## src/rtl/dct_ch_arbiter.sv

```systemverilog
// Block-granular arbiter sharing one forward-DCT row datapath between N_CH pixel sources.
// Optional build macro DCT_ARB_STRICT_PRIO_EN selects fixed priority (channel 0 highest) instead of round robin.
module dct_ch_arbiter #(
  parameter int N_CH      = 3,
  parameter int W_I       = 8,
  parameter int TAG_DEPTH = 4
) (
  input  logic                    clk,
  input  logic                    rst,
  input  logic [N_CH-1:0]         req_valid,
  output logic [N_CH-1:0]         req_ready,
  input  logic [N_CH*8*W_I-1:0]   req_data,
  input  logic [N_CH-1:0]         req_sof,
  output logic                    dct_valid,
  output logic [8*W_I-1:0]        dct_data,
  output logic                    dct_sob,
  output logic                    dct_eob,
  output logic                    dct_sof,
  input  logic                    ret_valid,
  input  logic                    ret_sob,
  output logic [$clog2(N_CH)-1:0] ret_ch,
  output logic                    tag_err,
  output logic                    busy
);

  localparam int CW = $clog2(N_CH);
  localparam int RW = 8 * W_I;
  localparam int PW = (TAG_DEPTH > 1) ? $clog2(TAG_DEPTH) : 1;
  localparam int NW = $clog2(TAG_DEPTH) + 1;
  localparam logic [NW-1:0] DEPTH_C  = NW'(TAG_DEPTH);
  localparam logic [CW-1:0] LAST_CH  = CW'(N_CH - 1);
  localparam logic [PW-1:0] LAST_PTR = PW'(TAG_DEPTH - 1);

  typedef enum logic {S_IDLE = 1'b0, S_XFER = 1'b1} state_t;

  state_t          r_state, w_state_nxt;
  logic [CW-1:0]   r_gnt, w_sel;
  logic            w_any, w_grant, w_acc, w_push, w_pop, w_ret_sob;
  logic [2:0]      r_row_cnt;
  logic [RW-1:0]   w_row;
  logic [CW-1:0]   r_tag [TAG_DEPTH];
  logic [PW-1:0]   r_wr_ptr, r_rd_ptr;
  logic [NW-1:0]   r_count;
  logic [CW-1:0]   r_cur_ch;
  logic            r_tag_err;

`ifdef DCT_ARB_STRICT_PRIO_EN
  // Fixed priority: lowest requesting index wins.
  always_comb begin
    w_sel = '0;
    w_any = 1'b0;
    for (int i = 0; i < N_CH; i++) begin
      w_sel = (!w_any && req_valid[i]) ? CW'(i) : w_sel;
      w_any = w_any | req_valid[i];
    end
  end
`else
  logic [CW-1:0] r_rr_ptr;

  // Round robin: first requester at or after r_rr_ptr, modulo N_CH.
  always_comb begin
    int j;
    j     = 0;
    w_sel = '0;
    w_any = 1'b0;
    for (int k = 0; k < N_CH; k++) begin
      j     = (int'(r_rr_ptr) + k) % N_CH;
      w_sel = (!w_any && req_valid[j]) ? CW'(j) : w_sel;
      w_any = w_any | req_valid[j];
    end
  end

  // Pointer moves past the channel just granted.
  always_ff @(posedge clk or posedge rst) begin
    if (rst) begin
      r_rr_ptr <= '0;
    end else if (w_grant) begin
      r_rr_ptr <= (w_sel == LAST_CH) ? '0 : w_sel + CW'(1);
    end
  end
`endif

  assign w_acc     = (r_state == S_XFER) && req_valid[r_gnt];
  assign w_grant   = (r_state == S_IDLE) && (w_state_nxt == S_XFER);
  assign w_ret_sob = ret_valid & ret_sob;
  assign w_push    = w_acc && (r_row_cnt == 3'd0);
  assign w_pop     = w_ret_sob && (r_count != '0);

  // Next-state logic; a grant waits until the tag FIFO has room.
  always_comb begin
    w_state_nxt = r_state;
    case (r_state)
      S_IDLE:  w_state_nxt = (w_any && (r_count < DEPTH_C)) ? S_XFER : S_IDLE;
      S_XFER:  w_state_nxt = (w_acc && (r_row_cnt == 3'd7)) ? S_IDLE : S_XFER;
      default: w_state_nxt = S_IDLE;
    endcase
  end

  // Ready decode and selected-row mux.
  always_comb begin
    req_ready = '0;
    w_row     = '0;
    for (int i = 0; i < N_CH; i++) begin
      req_ready[i] = (r_state == S_XFER) && (r_gnt == CW'(i));
      w_row        = (r_gnt == CW'(i)) ? req_data[i*RW +: RW] : w_row;
    end
  end

  // State, grant and row counter.
  always_ff @(posedge clk or posedge rst) begin
    if (rst) begin
      r_state   <= S_IDLE;
      r_gnt     <= '0;
      r_row_cnt <= 3'd0;
    end else begin
      r_state <= w_state_nxt;
      if (w_grant) r_gnt <= w_sel;
      if (w_acc)   r_row_cnt <= r_row_cnt + 3'd1;
    end
  end

  // Registered DCT-side outputs; data holds between rows.
  always_ff @(posedge clk or posedge rst) begin
    if (rst) begin
      dct_valid <= 1'b0;
      dct_sob   <= 1'b0;
      dct_eob   <= 1'b0;
      dct_sof   <= 1'b0;
      dct_data  <= '0;
    end else begin
      dct_valid <= w_acc;
      dct_sob   <= w_acc && (r_row_cnt == 3'd0);
      dct_eob   <= w_acc && (r_row_cnt == 3'd7);
      dct_sof   <= w_acc && (r_row_cnt == 3'd0) && req_sof[r_gnt];
      if (w_acc) dct_data <= w_row;
    end
  end

  // In-order tag FIFO of granted channels; a pop with nothing queued flags tag_err instead.
  always_ff @(posedge clk or posedge rst) begin
    if (rst) begin
      r_wr_ptr  <= '0;
      r_rd_ptr  <= '0;
      r_count   <= '0;
      r_cur_ch  <= '0;
      r_tag_err <= 1'b0;
      for (int i = 0; i < TAG_DEPTH; i++) r_tag[i] <= '0;
    end else begin
      if (w_push) begin
        r_tag[r_wr_ptr] <= r_gnt;
        r_wr_ptr        <= (r_wr_ptr == LAST_PTR) ? '0 : r_wr_ptr + PW'(1);
      end
      if (w_pop) begin
        r_cur_ch <= r_tag[r_rd_ptr];
        r_rd_ptr <= (r_rd_ptr == LAST_PTR) ? '0 : r_rd_ptr + PW'(1);
      end
      case ({w_push, w_pop})
        2'b10:   r_count <= r_count + NW'(1);
        2'b01:   r_count <= r_count - NW'(1);
        default: r_count <= r_count;
      endcase
      if (w_ret_sob && (r_count == '0)) r_tag_err <= 1'b1;
    end
  end

  assign ret_ch  = ret_sob ? r_tag[r_rd_ptr] : r_cur_ch;
  assign tag_err = r_tag_err;
  assign busy    = (r_state == S_XFER) || (r_count != '0);

endmodule

```

## config.mk

```make
export PLATFORM = sky130hd
export DESIGN_NAME = dct_ch_arbiter
export DESIGN_NICKNAME = d
export VERILOG_FILES = /design/src/rtl/dct_ch_arbiter.sv
export SDC_FILE = /design/constraint.sdc
export NUM_CORES = 1
export LEC_CHECK = 0
export CELL_PAD_IN_SITES_DETAIL_PLACEMENT = 1
export CELL_PAD_IN_SITES_GLOBAL_PLACEMENT = 1
export CORE_ASPECT_RATIO = 1.75
export CORE_MARGIN = 1
export CORE_UTILIZATION = 28
export CTS_CLUSTER_DIAMETER = 30
export DETAILED_ROUTE_END_ITERATION = 10
export HOLD_SLACK_MARGIN = 0.06
export PLACE_DENSITY_LB_ADDON = 0.1
export SLEW_MARGIN = 25
export SYNTH_ARGS = -nofsm -noshare
export SYNTH_HDL_FRONTEND = slang
export SYNTH_SLANG_ARGS = --single-unit
```

## constraint.sdc

```tcl
create_clock -name clk -period 4.18 [get_ports clk]
set_input_delay 0.836 -clock clk [delete_from_list [all_inputs] [get_ports clk]]
set_output_delay 0.836 -clock clk [all_outputs]
set_load 0.02 [all_outputs]
```

# Yosys cells after proc, flatten, opt, wreduce, memory -nomap -nowiden
# Index checks and enable logic that the tools add are counted.
[op_classes]
n_addsub = 8
n_mul = 0
div_mod_pow = 3
n_lt_le_gt_ge = 8
eq_ne = 8
shifts = 0
n_mux = 33
n_bitwise = 6
n_reduce_logical = 22
[ops]
columns = ["operator", "count"]
rows = [
  ["$mux W64", 3],
  ["$lt A32 B4 Y1 const B", 3],
  ["$mod A32 B3 Y32 const B", 2],
  ["$mod A3 B3 Y32 const B", 1],
  ["$mux W2", 10],
  ["$logic_and A1 B1 Y1", 14],
  ["$bmux W1 S2", 5],
  ["$eq A2 B2 Y1 const B", 5],
  ["$mux W1", 10],
  ["$bwmux W8", 1],
  ["$add A2 B1 Y2 const B", 3],
  ["$add A3 B1 Y3 const B", 2],
  ["$ge A3 B3 Y1 const B", 2],
  ["$logic_not A3 Y1", 2],
  ["$not A2 Y3", 2],
  ["$pmux W3 S2", 1],
  ["$bmux W2 S2", 1],
  ["$demux W2 S2", 1],
  ["$eq A2 B1 Y1 const B", 2],
  ["$add A2 B1 Y3 const B", 1],
  ["$add A2 B2 Y3 const B", 1],
  ["$eq A3 B3 Y1 const B", 1],
  ["$lt A2 B3 Y1 const B", 1],
  ["$lt A3 B1 Y1 const B", 1],
  ["other kinds (11)", 13],
]
[word_totals]
regBits = 94
latch_bits = 0
ramBits = 0
mem_bits_ro = 0
wordCells = 106
mem_count = 0

# Longest topological paths before layout
[logic_depth]
ltp_word = 11
mapped_depth = 13

# Worst setup path before layout
# OpenSTA, ideal clock, no wires.
[synth_timing]
kind = "input port to flip-flop"
from = "input port req_valid[2]"
to = "register r_count[2]"
setup_ps = 79
t_arrival_ps = 2678
path_slack_ps = 1423
path_stages = 13
path_buffers = 2
cell_sequence = "buf_2 > mux2i_1 > nor2_1 > o21ai_2 > buf_4 > inv_2 > nand3b_1 > ha_1 > inv_1 > fa_1 > xor2_1 > nor2_1 > xor2_1"
[synth_between]
elab_chain_len = 6
[synth_lines]
columns = ["element", "line_no", "text"]
rows = [
  ["start: declaration", "10", "input logic [N_CH-1:0] req_valid,"],
  ["$bmux W1 S2 (*)", "83", "assign w_acc = (r_state == S_XFER) && req_valid[r_gnt];"],
  ["$mux W1 (not written as such) (*)", "83", ""],
  ["$logic_and A1 B1 Y1 (*)", "83", ""],
  ["$logic_and A1 B1 Y1 (*)", "86", "assign w_push = w_acc && (r_row_cnt == 3'd0);"],
  ["$eq A2 B1 Y1 / $eq A2 B2 Y1 (equally long branches)", "157", "case ({w_push, w_pop})"],
  ["$pmux W3 S2 / $reduce_bool A2 Y1 (equally long branches)", "n/a", ""],
  ["end signal: assignment", "158", "2'b10: r_count <= r_count + NW'(1);"],
  ["end signal: assignment", "159", "2'b01: r_count <= r_count - NW'(1);"],
  ["end signal: assignment", "160", "default: r_count <= r_count;"],
  ["end: declaration", "43", "logic [NW-1:0] r_count;"],
]
# Every way passes the cells marked *; elsewhere a longest branch is shown, timed or not. The select of a mux whose other input is x is not followed.
# A chain may end at the register's enable or synchronous reset.

# Worst setup path after layout
[layout_timing]
from = "input port ret_sob"
to = "output port ret_ch[0]"
[layout_between]
elab_chain_len = 1
[layout_lines]
columns = ["element", "line_no", "text"]
rows = [
  ["start: declaration", "20", "input logic ret_sob,"],
  ["$mux W2", "166", "assign ret_ch = ret_sob ? r_tag[r_rd_ptr] : r_cur_ch;"],
  ["end: declaration", "21", "output logic [$clog2(N_CH)-1:0] ret_ch,"],
]
# No other way between the ends.

==> impl_results.md <==
- Starting Density: 0.288
- Category of the worst setup path launch point: input pin
- FFs w/ async S/R, synth: 1.00
- Smallest setup slack after layout: 1.05 ns
- Gr usage total: 0.202
- Tmin final: 3.13 ns
- Sequential-to-total area share from yosys stat: 0.451
- Post-place setup slack: 0.748 ns
- Worst endpoint data arrival time: 2.30 ns
- Count of flip-flops with a built-in enable after synthesis: 0
- Power density cells: 659 mW/mm²
- Endpoint kind of the worst setup timing path: output port
- CTS clock-pin slew for the worst setup and hold paths: 0.06 ns
- Die Footprint: 0.0192 mm²
- Worst min-delay path class: flip-flop to flip-flop
- CTS H-tree depth: 3
- Maxcap violations: 0
- Vias after detailed routing: 5,138
- Wirelength, routed: 19,000 µm
- Number of nets in the layout: 1,044
- Placed instance count: 1,053
- Post-synth design cell area: 0.00522 mm²
- Most used cell, CP: clkdlybuf4s50_1
- Overflow left after global routing: 0
- Y dimension of the die: 183 µm
- Global-route wire length before repair: 29,800 µm
- Final standard cell count with taps included and fillers excluded: 1,070
- Main synth FF type: dfrtp_1
- Length in cells of the worst reg-to-reg path: 11
- Max transition margin: 0.384
- Tightest Pin Transition: 0.925 ns
- Setup fix buffers added after clock tree synthesis: 0
- Number of library cell types mapped by synthesis: 40
- Crit-path cells: clkdlybuf4s50_1 > mux2_2 > clkdlybuf4s50_1
- Final routed DRC violation total: 0
- F_max: 319 MHz
- I/O pin total: 277
- Part of the cycle the worst path needs: 0.750
- Core Footprint: 0.0181 mm²
- GPL Wtd Cong: 0.792
- HPWL Detailed: 15,100 µm
- Highest-delay cell along the critical path: clkdlybuf4s50_1
- Number of antenna violations at the first check in global routing: 1
- Row Count: 65
- Fraction of layout instances using a drive strength above 1: 0.0504
- Die width: 105 µm
- Number of slew-limit violations in the final report: 0
- Max Clock Skew: 0.00565 ns
- Clock latency of the later-clocked register in the worst-skew pair: 0.33 ns
- Largest net degree at the start of global routing: 108
- Highest net fanout along the worst path: 4
- Final setup fails: 0
- Cell depth of the worst min-delay path: 2
- Delay of the slowest cell on the worst path: 0.57 ns
- Number of clock sinks seen by CTS: 94
- Mapped Avg Cell Area: 9.05 µm²
- Crit path required time: 3.34 ns
- Detailed Route Iter0 Violations: 106
- Final-layout setup total negative slack: 0 ns
- Run status: finished, final reports clean
- Cell leakage power: 3.55 nW
- Hold violation total from the final report: 0
- Drt first pass iters: 4
- Worst setup path category: input pin to output port
- Total of warnings raised by yosys: 0
- CTS tree: built
- Buffers on Ports: 276
- Setup repair after global routing missed its margin: no
- Commonest non-fill, non-tap cells in the layout: clkdlybuf4s50_1, dfrtp_1, nand2_1
- Number of storage elements in the synthesis netlist: 94
- Per-cell via count in the routed design: 4.80
- Cell count after synthesis: 577
- Number of gates resized after cts: 0
- Relative area change from synthesis to final layout: 63.6%
- Clk Tree Root Cell: clkbuf_16
- Number of buffers inserted during clock tree synthesis: 9
- Maximum vdd drop: 339 µV
- Syn nets: 791
- Count of hold-fix buffers inserted at cts: 0
- Vias in the first global route: 5,576
- Most common cell after layout, fill and taps aside: clkdlybuf4s50_1
- Buffers from clock root to sink, at most: 2
- Detail Route Antenna Nets: 0
- Drt wl/cell: 17.8 µm
[cell type report]
class                      count  area [µm²]
timing repair buffer         285        2850
tap                          234         293
sequential                    94        2360
multi-input combinational    424        2630
clock inverter                 4        95.1
inverter                      16        62.6
fill                        2093        9600
clock buffer                  11         243
antenna                        2        5.00
[logic make-up (layout without fill, tap and decap cells)]
family,after synthesis,after routing,share of synthesized area
other,0,2,0
multiplexers,83,83,0.167
AO/OA/AOI/OAI,152,152,0.156
AND/OR/NAND/NOR,173,173,0.141
XOR/XNOR,4,4,0.00671
buffers and inverters,59,316,0.0479
adder cells (fa/ha/maj),12,12,0.0302
flip-flops,94,94,0.451
[metrics by stage]
| step | utilization | area (µm²) | hold WS (ns) | power (mW) |
|---|---|---|---|---|
| 6_report | 0.471 | 8540 | 0.478 | 5.63 |
| 3_5_place_dp | 0.452 | 8200 | 0.470 | 4.76 |
| 2_1_floorplan | - | 5220 | 0.459 | 3.38 |
| 5_1_grt | 0.471 | 8540 | 0.506 | 6.06 |
| 4_1_cts | 0.471 | 8530 | 0.485 | 5.73 |
| 3_3_place_gp | 0.450 | 8170 | 0.461 | 4.62 |
[metal layers]
layer  vias to the layer above  track usage  part of all wire
li1                       2480            -                 -
met1                      2462        0.210              0.36
met2                       171        0.388              0.56
met3                        25       0.0429             0.052
met4                         0       0.0755             0.027
met5                         -            0                 0
[cells in the mapped netlist, drive strengths merged, types with 3 or more instances]
master  count  area share
buf        17       0.018
inv        16       0.012
nand4b      4      0.0067
ha         11       0.026
nand3b      3      0.0043
mux2i      67        0.13
nand2b      3      0.0036
and3        4      0.0048
o21ai      72       0.070
clkbuf     26       0.019
a21oi      66       0.063
nand2      77       0.055
dfrtp      94        0.45
nor2       71       0.051
mux2       14       0.030
[flip-flops by register name, indices dropped and copies added (netlist names), 2 cells and up]
name / cells
r_gnt: 2
r_wr_ptr: 2
dct_data: 64
r_row_cnt: 3
r_cur_ch: 2
r_tag: 8
r_count: 3
r_rd_ptr: 2
r_rr_ptr: 2
[critical path: cells and delay by family]
| kind | cells | cell delay (ns) |
|---|---|---|
| buf+inv | 2 | 1.11 |
| mux | 1 | 0.36 |
[power breakdown]
group	leakage [nW]	internal (mW)	switching (mW)
sequential	1.18	1.33	0.331
clock	0.166	0.597	0.339
combinational	2.21	1.37	1.67
[path summary, 6_finish.rpt]
kind / from / to / slack [ns]
max reg2reg: r_gnt[1] / r_count[2] / 1.26
min: dct_data[1] / dct_data[1] / 0.48
min reg2reg: dct_data[1] / dct_data[1] / 0.48
min in group asynchronous: rst / dct_data[31] / 0.94
max: ret_sob / ret_ch[0] / 1.05
max in group asynchronous: rst / dct_data[10] / 2.46
(Power assumes the default switching activity.)
